==> src/rtl/seg7_scan_decoder.sv <==
// Reconstructs 4-bit digit values from a multiplexed active-low seven-segment bus.
// Optional macro SEG7_HEX_AF_EN adds decoding of the letters A, b, C, d, E, F.
module seg7_scan_decoder #(
  parameter int NUM_DIGITS    = 4,
  parameter int STABLE_CYCLES = 4
) (
  input  logic                    clk,
  input  logic                    rst_n,
  input  logic [NUM_DIGITS-1:0]   an,
  input  logic [6:0]              a2g,
  output logic [4*NUM_DIGITS-1:0] digits,
  output logic [NUM_DIGITS-1:0]   dig_valid,
  output logic [NUM_DIGITS-1:0]   dig_ovr,
  output logic [NUM_DIGITS-1:0]   dig_err,
  output logic                    frame_done
);

  localparam int IDX_W = (NUM_DIGITS > 1) ? $clog2(NUM_DIGITS) : 1;
  localparam logic [7:0] STABLE_MAX = 8'(STABLE_CYCLES);

  localparam logic [1:0] IDLE    = 2'd0;
  localparam logic [1:0] SETTLE  = 2'd1;
  localparam logic [1:0] CAPTURE = 2'd2;
  localparam logic [1:0] HOLD    = 2'd3;

  logic [NUM_DIGITS-1:0]   anMeta_q, anSync_q;
  logic [6:0]              segMeta_q, segSync_q;
  logic [1:0]              rstSync_q;
  logic                    runEn;

  logic [1:0]              state_q, state_d;
  logic [7:0]              cnt_q, cnt_d;
  logic [IDX_W-1:0]        idx_q, idx_d;
  logic [6:0]              pat_q, pat_d;

  logic [4*NUM_DIGITS-1:0] digits_q;
  logic [NUM_DIGITS-1:0]   valid_q, ovr_q, err_q, seen_q, seen_d;
  logic                    frameDone_q;

  logic                    selLegal, selFound, selMulti;
  logic [IDX_W-1:0]        selIdx;
  logic                    stableMatch, relatch, capture;
  logic [NUM_DIGITS-1:0]   captureMask;
  logic [5:0]              decoded;

  // Returns {err, ovr, value[3:0]} for an active-low {a..g} pattern.
  function automatic logic [5:0] decodeSeg(input logic [6:0] p);
    logic [5:0] r;
    case (p)
      7'b0000001: r = 6'b00_0000;
      7'b1001111: r = 6'b00_0001;
      7'b0010010: r = 6'b00_0010;
      7'b0000110: r = 6'b00_0011;
      7'b1001100: r = 6'b00_0100;
      7'b0100100: r = 6'b00_0101;
      7'b0100000: r = 6'b00_0110;
      7'b0001111: r = 6'b00_0111;
      7'b0000000: r = 6'b00_1000;
      7'b0000100: r = 6'b00_1001;
      7'b0110111: r = 6'b01_1111;
`ifdef SEG7_HEX_AF_EN
      7'b0001000: r = 6'b00_1010;
      7'b1100000: r = 6'b00_1011;
      7'b0110001: r = 6'b00_1100;
      7'b1000010: r = 6'b00_1101;
      7'b0110000: r = 6'b00_1110;
      7'b0111000: r = 6'b00_1111;
`endif
      default:    r = 6'b10_0000;
    endcase
    return r;
  endfunction

  // Reset release is re-timed so the FSM only starts once runEn rises.
  always_ff @(posedge clk or negedge rst_n) begin
    if (!rst_n) begin
      rstSync_q <= 2'b00;
      anMeta_q  <= '1;
      anSync_q  <= '1;
      segMeta_q <= '1;
      segSync_q <= '1;
    end else begin
      rstSync_q <= {rstSync_q[0], 1'b1};
      anMeta_q  <= an;
      anSync_q  <= anMeta_q;
      segMeta_q <= a2g;
      segSync_q <= segMeta_q;
    end
  end

  assign runEn = rstSync_q[1];

  always_comb begin
    selFound = 1'b0;
    selMulti = 1'b0;
    selIdx   = '0;
    for (int i = 0; i < NUM_DIGITS; i++) begin
      if (!anSync_q[i]) begin
        if (selFound) selMulti = 1'b1;
        selFound = 1'b1;
        selIdx   = IDX_W'(i);
      end
    end
    selLegal = selFound && !selMulti && runEn;
  end

  assign stableMatch = selLegal && (selIdx == idx_q) && (segSync_q == pat_q);

  always_comb begin
    state_d = state_q;
    cnt_d   = cnt_q;
    idx_d   = idx_q;
    pat_d   = pat_q;
    relatch = 1'b0;
    capture = 1'b0;
    case (state_q)
      IDLE:   relatch = 1'b1;
      SETTLE: begin
        if (stableMatch) begin
          cnt_d = (cnt_q == 8'hFF) ? cnt_q : cnt_q + 8'd1;
          if (cnt_d >= STABLE_MAX) state_d = CAPTURE;
        end else begin
          relatch = 1'b1;
        end
      end
      CAPTURE: begin
        capture = 1'b1;
        state_d = HOLD;
      end
      HOLD:    relatch = !stableMatch;
      default: state_d = IDLE;
    endcase
    // Any disturbance restarts the stability window from the current bus contents.
    if (relatch) begin
      if (selLegal) begin
        idx_d   = selIdx;
        pat_d   = segSync_q;
        cnt_d   = 8'd1;
        state_d = (STABLE_MAX <= 8'd1) ? CAPTURE : SETTLE;
      end else begin
        cnt_d   = '0;
        state_d = IDLE;
      end
    end
  end

  always_ff @(posedge clk or negedge rst_n) begin
    if (!rst_n) begin
      state_q <= IDLE;
      cnt_q   <= '0;
      idx_q   <= '0;
      pat_q   <= '1;
    end else begin
      state_q <= state_d;
      cnt_q   <= cnt_d;
      idx_q   <= idx_d;
      pat_q   <= pat_d;
    end
  end

  assign decoded = decodeSeg(pat_q);

  always_comb begin
    captureMask = '0;
    for (int i = 0; i < NUM_DIGITS; i++) begin
      captureMask[i] = capture && (idx_q == IDX_W'(i));
    end
  end

  // A capture landing in the clearing cycle survives the frame reset.
  assign seen_d = ((&seen_q) ? '0 : seen_q) | captureMask;

  always_ff @(posedge clk or negedge rst_n) begin
    if (!rst_n) begin
      digits_q    <= '0;
      valid_q     <= '0;
      ovr_q       <= '0;
      err_q       <= '0;
      seen_q      <= '0;
      frameDone_q <= 1'b0;
    end else begin
      seen_q      <= seen_d;
      frameDone_q <= &seen_q;
      for (int i = 0; i < NUM_DIGITS; i++) begin
        if (captureMask[i]) begin
          digits_q[4*i +: 4] <= decoded[3:0];
          ovr_q[i]           <= decoded[4];
          err_q[i]           <= decoded[5];
          valid_q[i]         <= 1'b1;
        end
      end
    end
  end

  assign digits     = digits_q;
  assign dig_valid  = valid_q;
  assign dig_ovr    = ovr_q;
  assign dig_err    = err_q;
  assign frame_done = frameDone_q;

endmodule

==> config.mk <==
export PLATFORM = sky130hd
export DESIGN_NAME = seg7_scan_decoder
export DESIGN_NICKNAME = d
export VERILOG_FILES = /design/src/rtl/seg7_scan_decoder.sv
export SDC_FILE = /design/constraint.sdc
export NUM_CORES = 1
export LEC_CHECK = 0
export ABC_CLOCK_PERIOD_IN_PS = 2400
export CAP_MARGIN = 20
export CORE_MARGIN = 2
export CORE_UTILIZATION = 55
export CTS_BUF_LIST = sky130_fd_sc_hd__clkbuf_16
export DETAILED_ROUTE_END_ITERATION = 12
export PLACE_DENSITY_LB_ADDON = 0.1
export SYNTH_ARGS = -nofsm -noshare
export SYNTH_HDL_FRONTEND = slang
export SYNTH_SLANG_ARGS = --single-unit
==> constraint.sdc <==
create_clock -name clk -period 2.4 [get_ports clk]
set_clock_uncertainty 0.15 [all_clocks]
set_input_delay 0.24 -clock clk [delete_from_list [all_inputs] [get_ports clk]]
set_output_delay 0.24 -clock clk [all_outputs]
set_load 0.01 [all_outputs]
Word-level counts from Yosys, hierarchy flattened --
Index checks and enable logic that the tools add are counted.
Word-level totals: register bits 76, latch bits 0, bits in writable memories 0, bits in read-only memories 0, input port bits 13, output and inout port bits 29, word-level logic and storage cells 98, memories kept 0
Cells by class: $add $sub $neg 1, multipliers 0, div/mod/pow operators 0, $lt $le $gt $ge 1, equal/unequal tests 21, shift operators 0, muxes and demuxes 27, bitwise gates (word level) 1, reduce and logical (&&, ||, !) cells 20
Operators by type and width (number):
- 6-bit one-hot mux with 11 select lines | 1
- 8-bit two-way mux | 4
- 7-bit by 6-bit == test with 1-bit output, second input constant | 3
- 7-bit by 3-bit == test with 1-bit output, second input constant | 2
- 7-bit == test, second input constant | 2
- 1-bit two-way mux | 14
- 2-bit two-way mux | 5
- 8-bit by 1-bit adder with 8-bit output, second input constant | 1
- 2-bit == test, second input constant | 4
- 8-bit == test, second input constant | 1
- 8-bit by 3-bit greater-or-equal comparator with 1-bit output, second input constant | 1
- 1-bit logical AND | 8
- 7-bit by 1-bit == test with 1-bit output, second input constant | 1
- 7-bit by 4-bit == test with 1-bit output, second input constant | 1
- 7-bit by 5-bit == test with 1-bit output, second input constant | 1
- 7-bit == test | 1
- 7-bit zero test | 1
- 3-bit != test, second input constant | 2
- 2-bit by 1-bit == test with 1-bit output, second input constant | 2
- 2-bit zero test | 2
- 4-bit two-way mux | 1
- 4-bit OR | 1
- 2-bit one-hot mux with 2 select lines | 1
- 2-bit AND reduction | 2
- other kinds (7) | 9

Longest topological paths before layout --
word-level depth 15, depth in mapped cells 7, mapped depth without buffers 6

Worst setup path before layout --
Ideal clock, no wire load.
kind reg2reg, from reg anSync_q[3], to reg idx_q[0], setup time 0.125 ns, arrival time 1.842 ns, path slack 0.283 ns, stages on the path, launching flop included 8, path buffers 2, clock period less this slack 2.117 ns, path through dfstp_2 -> buf_4 -> nor4bb_1 -> o2bb2ai_1 -> o2111ai_2 -> and3_1 -> buf_6 -> mux2_4
On the way: cells in the longest elaborated chain, start to end 9
RTL lines:
- start: declaration | line 26 | logic [NUM_DIGITS-1:0] anMeta_q, anSync_q;
- start signal: assignment | line 85 | anSync_q <= anMeta_q;
- 1-bit two-way mux | line 98 | if (!anSync_q[i]) begin
- 1-bit zero test | line 104 | selLegal = selFound && !selMulti && runEn;
- 1-bit logical AND (2 in series) | line 104
- 1-bit logical AND (2 in series) | line 107 | assign stableMatch = selLegal && (selIdx == idx_q) && (segSync_q == pat_q);
- 1-bit two-way mux or 1-bit zero test (tied branches) | line 119, 130
- 1-bit one-hot mux with 3 select lines | line 116 | case (state_q)
- 2-bit AND reduction (no line)
- end signal: assignment | line 156 | idx_q <= idx_d;
- end: declaration | line 33 | logic [IDX_W-1:0] idx_q, idx_d;
Parallel ways exist; a longest one is shown, timed or not. A chain may end at the register's enable or synchronous reset.

Final worst setup path --
from reg pat_q[5], to reg idx_q[1]
On the way: cells in the longest elaborated chain, start to end 5
RTL lines:
- start: declaration | line 34 | logic [6:0] pat_q, pat_d;
- start signal: assignment | line 157 | pat_q <= pat_d;
- 7-bit == test * | line 107
- 1-bit logical AND * | line 107
- 1-bit two-way mux or 1-bit zero test (tied branches) | line 119, 130
- 1-bit one-hot mux with 3 select lines * | line 116
- 2-bit AND reduction (no line) *
Mark *: on every way between the ends. The rest lies on a longest branch, timed or not.

==> results_tabular.tex <==
\begin{tabular}{lr}
\hline
Metric & Value \\
\hline
\multicolumn{2}{l}{\textbf{Pwr}} \\
Worst ir drop on vdd & 0.5336 mV \\
Cell Pwr Density & 726.4 mW/mm² \\
LEAKAGE & 1.804 nW \\
\multicolumn{2}{l}{\textbf{Cells and area}} \\
Count of filler cells inserted in the layout & 443 \\
Ratio of cells with drive above 1 in the final layout & 19.43\% \\
Final net count & 359 \\
Area added between synthesis and finish & 21.96\% \\
Diodes inserted & 0 \\
Non-filler instance count after layout & 425 \\
\multicolumn{2}{l}{\textbf{Status}} \\
Result of the run & completed \\
\multicolumn{2}{l}{\textbf{Timing}} \\
Max transition margin & 52.96\% \\
Setup repair after global routing missed its margin & no \\
Aggregate negative setup slack & 0 ns \\
Final max-slew violation count & 0 \\
Maximum clock frequency & 454.0 MHz \\
Final Hold Violating Endpoints & 0 \\
Period utilization & 91.77\% \\
Final-report setup violation count & 0 \\
Transition at the pin with the smallest max-transition slack & 0.7057 ns \\
Worst Hold Margin & 0.1712 ns \\
Clock period minus worst slack & 2.203 ns \\
\multicolumn{2}{l}{\textbf{Routing}} \\
Residual DRC count & 0 \\
Via density per instance & 5.494 \\
Detailed Route Iter0 Violations & 173 \\
Total via count after detailed routing & 2335 \\
Post-detailed-routing wire length & 5980 µm \\
Routed wirelength normalized by instance count & 14.07 µm \\
Routed Antenna Nets & 0 \\
Count of TritonRoute iterations in the first routing pass & 4 \\
\multicolumn{2}{l}{\textbf{Clocking}} \\
Number of buffers added by the clock tree synthesis step & 9 \\
TritonCTS clock tree & built \\
Post-CTS setup buffers & 0 \\
Skew-Pair Late Insertion Delay & 0.32 ns \\
Clock sink total & 76 \\
Number of H-tree levels & 3 \\
Number of buffers on the longest clock path & 2 \\
Clk root buf & clkbuf\_16 \\
CTS clock-pin slew for the worst setup and hold paths & 0.05 ns \\
\multicolumn{2}{l}{\textbf{Min path}} \\
Hold Crit Class & in2reg \\
Hold\_sp & an[3] \\
\multicolumn{2}{l}{\textbf{Synth}} \\
Number of library cell types mapped by synthesis & 54 \\
Primary FF master, synth & dfrtp\_1 \\
Count of warnings emitted by yosys & 0 \\
Asr flop ratio synth & 100.0\% \\
Area of the mapped netlist & 0.003327 mm² \\
Portion of the post-synthesis area used by sequential elements & 58.25\% \\
Synth Net Count & 319 \\
Area leader, netlist & dfrtp\_1 \\
Post-synthesis sequential element count & 76 \\
Area fraction of the dominant cell type after synthesis & 35.35\% \\
Number of enable flip-flop cells after synthesis & 0 \\
Cells after synthesis & 305 \\
Synthesized area divided by synthesized cell count & 10.91 µm² \\
Leading cell types by total area after synthesis & dfrtp\_1 (35\%), dfstp\_2 (23\%), nand2\_1 (5.4\%) \\
\multicolumn{2}{l}{\textbf{Floorplanning}} \\
Die width & 81.78 µm \\
CORE AREA & 0.005886 mm² \\
Initial Utilization & 56.53\% \\
Die span in y & 81.78 µm \\
Site Rows & 28 \\
Die Footprint & 0.006687 mm² \\
Top-Level Pins & 42 \\
\multicolumn{2}{l}{\textbf{Critical path}} \\
Launching point of the worst reg2reg path & pat\_q[5]\$\_DFFE\_PN1P\_ \\
Crit path from & pat\_q[5]\$\_DFFE\_PN1P\_ \\
Critical Path, Cell by Cell & xor2\_1 > nor4\_2 > o2111ai\_2 > and3\_2 > mux2\_4 \\
Arr. time, crit path & 2.26 ns \\
Kind of cell with the highest combined delay on the critical path & simple AND/OR/NAND/NOR gates \\
Data required time of the critical path & 2.46 ns \\
Worst-path maximum fanout & 12 \\
Capturing element type of the critical path & flop \\
Critical path type & reg2reg \\
Longest individual stage delay on the worst path & 0.64 ns \\
Worst-path cell with the longest stage delay & dfstp\_2 \\
Setup crit start kind & flop \\
Buffer and inverter count on the worst path & 0 \\
\multicolumn{2}{l}{\textbf{Global route}} \\
Global-route congestion overflow total & 0 \\
First-pass GRT wire length & 10290 µm \\
Total global-route track usage & 20.65\% \\
Via count of the first global-routing pass & 2197 \\
Maximum number of pins on one net before global-route repair & 33 \\
Initial antenna violation count & 0 \\
\multicolumn{2}{l}{\textbf{Job}} \\
Number of max-cap violations & 0 \\
\multicolumn{2}{l}{\textbf{Place}} \\
RePlAce Congestion & 0.8693 \\
Detailed placer's ending HPWL & 4170 µm \\
Number of input and output port buffers inserted & 41 \\
Number of instances in the placed design & 408 \\
\hline
\end{tabular}
[layout by cell type, fill, tap and decap left out, types with 6 or more instances in the layout]
master            n
nor2_1           12
inv_1             7
a21oi_1           9
mux2_4            9
xor2_1            7
and3_1            6
clkdlybuf4s50_1  40
dfrtp_1          47
dfstp_2          29
o21ai_0          29
nand3_1          10
nand2b_1          6
clkbuf_16         9
buf_4             7
nand2_1          48
[flip-flops by register name, summed over array words and instances (netlist names), 2 cells and up]
| register | flops |
|---|---|
| dig_valid | 4 |
| dig_err | 4 |
| state_q | 2 |
| dig_ovr | 4 |
| cnt_q | 8 |
| pat_q | 7 |
| segSync_q | 7 |
| segMeta_q | 7 |
| anSync_q | 4 |
| rstSync_q | 2 |
| digits | 16 |
| anMeta_q | 4 |
| idx_q | 2 |
| seen_q | 4 |
[area by class of cell]
cell class / count / area, µm² / area share [%]
clock buffer: 9 / 225.2 / 5.550
clock inverter: 7 / 30.03 / 0.7401
inverter: 3 / 11.26 / 0.2775
multi-input combinational: 205 / 1271 / 31.33
sequential: 76 / 1938 / 47.76
tap: 75 / 93.84 / 2.313
timing repair buffer: 50 / 488.0 / 12.03
[path summary, 6_finish.rpt]
check                           slack, ns                endpoint  depth (start not counted)
worst max-delay path                 0.20    idx_q[1]$_DFFE_PN0P_                          5
worst min-delay path                 0.17   anMeta_q[3]$_DFF_PN1_                          1
worst max register to register       0.20    idx_q[1]$_DFFE_PN0P_                          5
worst min register to register       0.20  rstSync_q[1]$_DFF_PN0_                          0
max in group asynchronous            1.07     seen_q[0]$_DFF_PN0_                          3
min in group asynchronous            0.35  dig_ovr[0]$_DFFE_PN0P_                          2
[what timing repair did]
action / CTS / global route
hold buffers: 1 / 0
endpoints found under the setup margin: 0 / 2
endpoints found under the hold margin: 23 / 0
gates resized for setup: 0 / 1
[metrics by stage]
stage	setup slack, ns	instance area [µm²]	total power, W	utilization [%]
floorplan	0.2834	3327	0.001733	-
global placement	0.1735	3791	0.001819	64.41
detailed placement	0.08937	3791	0.001832	64.41
CTS	0.08878	4056	0.002985	68.92
global route	0.08177	4058	0.003083	68.94
finish	0.1975	4058	0.002947	68.94
[where the power goes]
group	switching (W)	total, W	internal, W
registers	0.000114	0.00150	0.00139
logic	0.000146	0.000314	0.000168
clock network	0.000454	0.00113	0.000678
[kinds of logic after synthesis]
| family | synth area share (%) |
|---|---|
| adder cells (fa/ha/maj) | 0.3760 |
| other | 0.1127 |
| multiplexers | 4.062 |
| AND/OR/NAND/NOR | 17.26 |
| buffers and inverters | 3.572 |
| flip-flops | 58.26 |
| AO/OA/AOI/OAI | 13.46 |
| XOR/XNOR | 2.896 |
[routing by layer]
layer | part of all wire (%) | vias to the layer above | track usage, %
li1 | - | 1149 | -
met1 | 49 | 1110 | 29.52
met2 | 45 | 70 | 30.33
met3 | 4.9 | 6 | 4.066
met4 | 1.3 | 0 | 10.00
met5 | 0 | - | 0
[cells in the mapped netlist (5+ instances only)]
cell type / instances
nand2_1: 48
dfrtp_1: 47
dfstp_2: 29
o21ai_0: 29
clkbuf_1: 12
nor2_1: 12
nand3_1: 10
a21oi_1: 9
mux2_4: 9
and3_1: 7
xor2_1: 7
nand2b_1: 6
buf_2: 5
(Power assumes the default switching activity.)
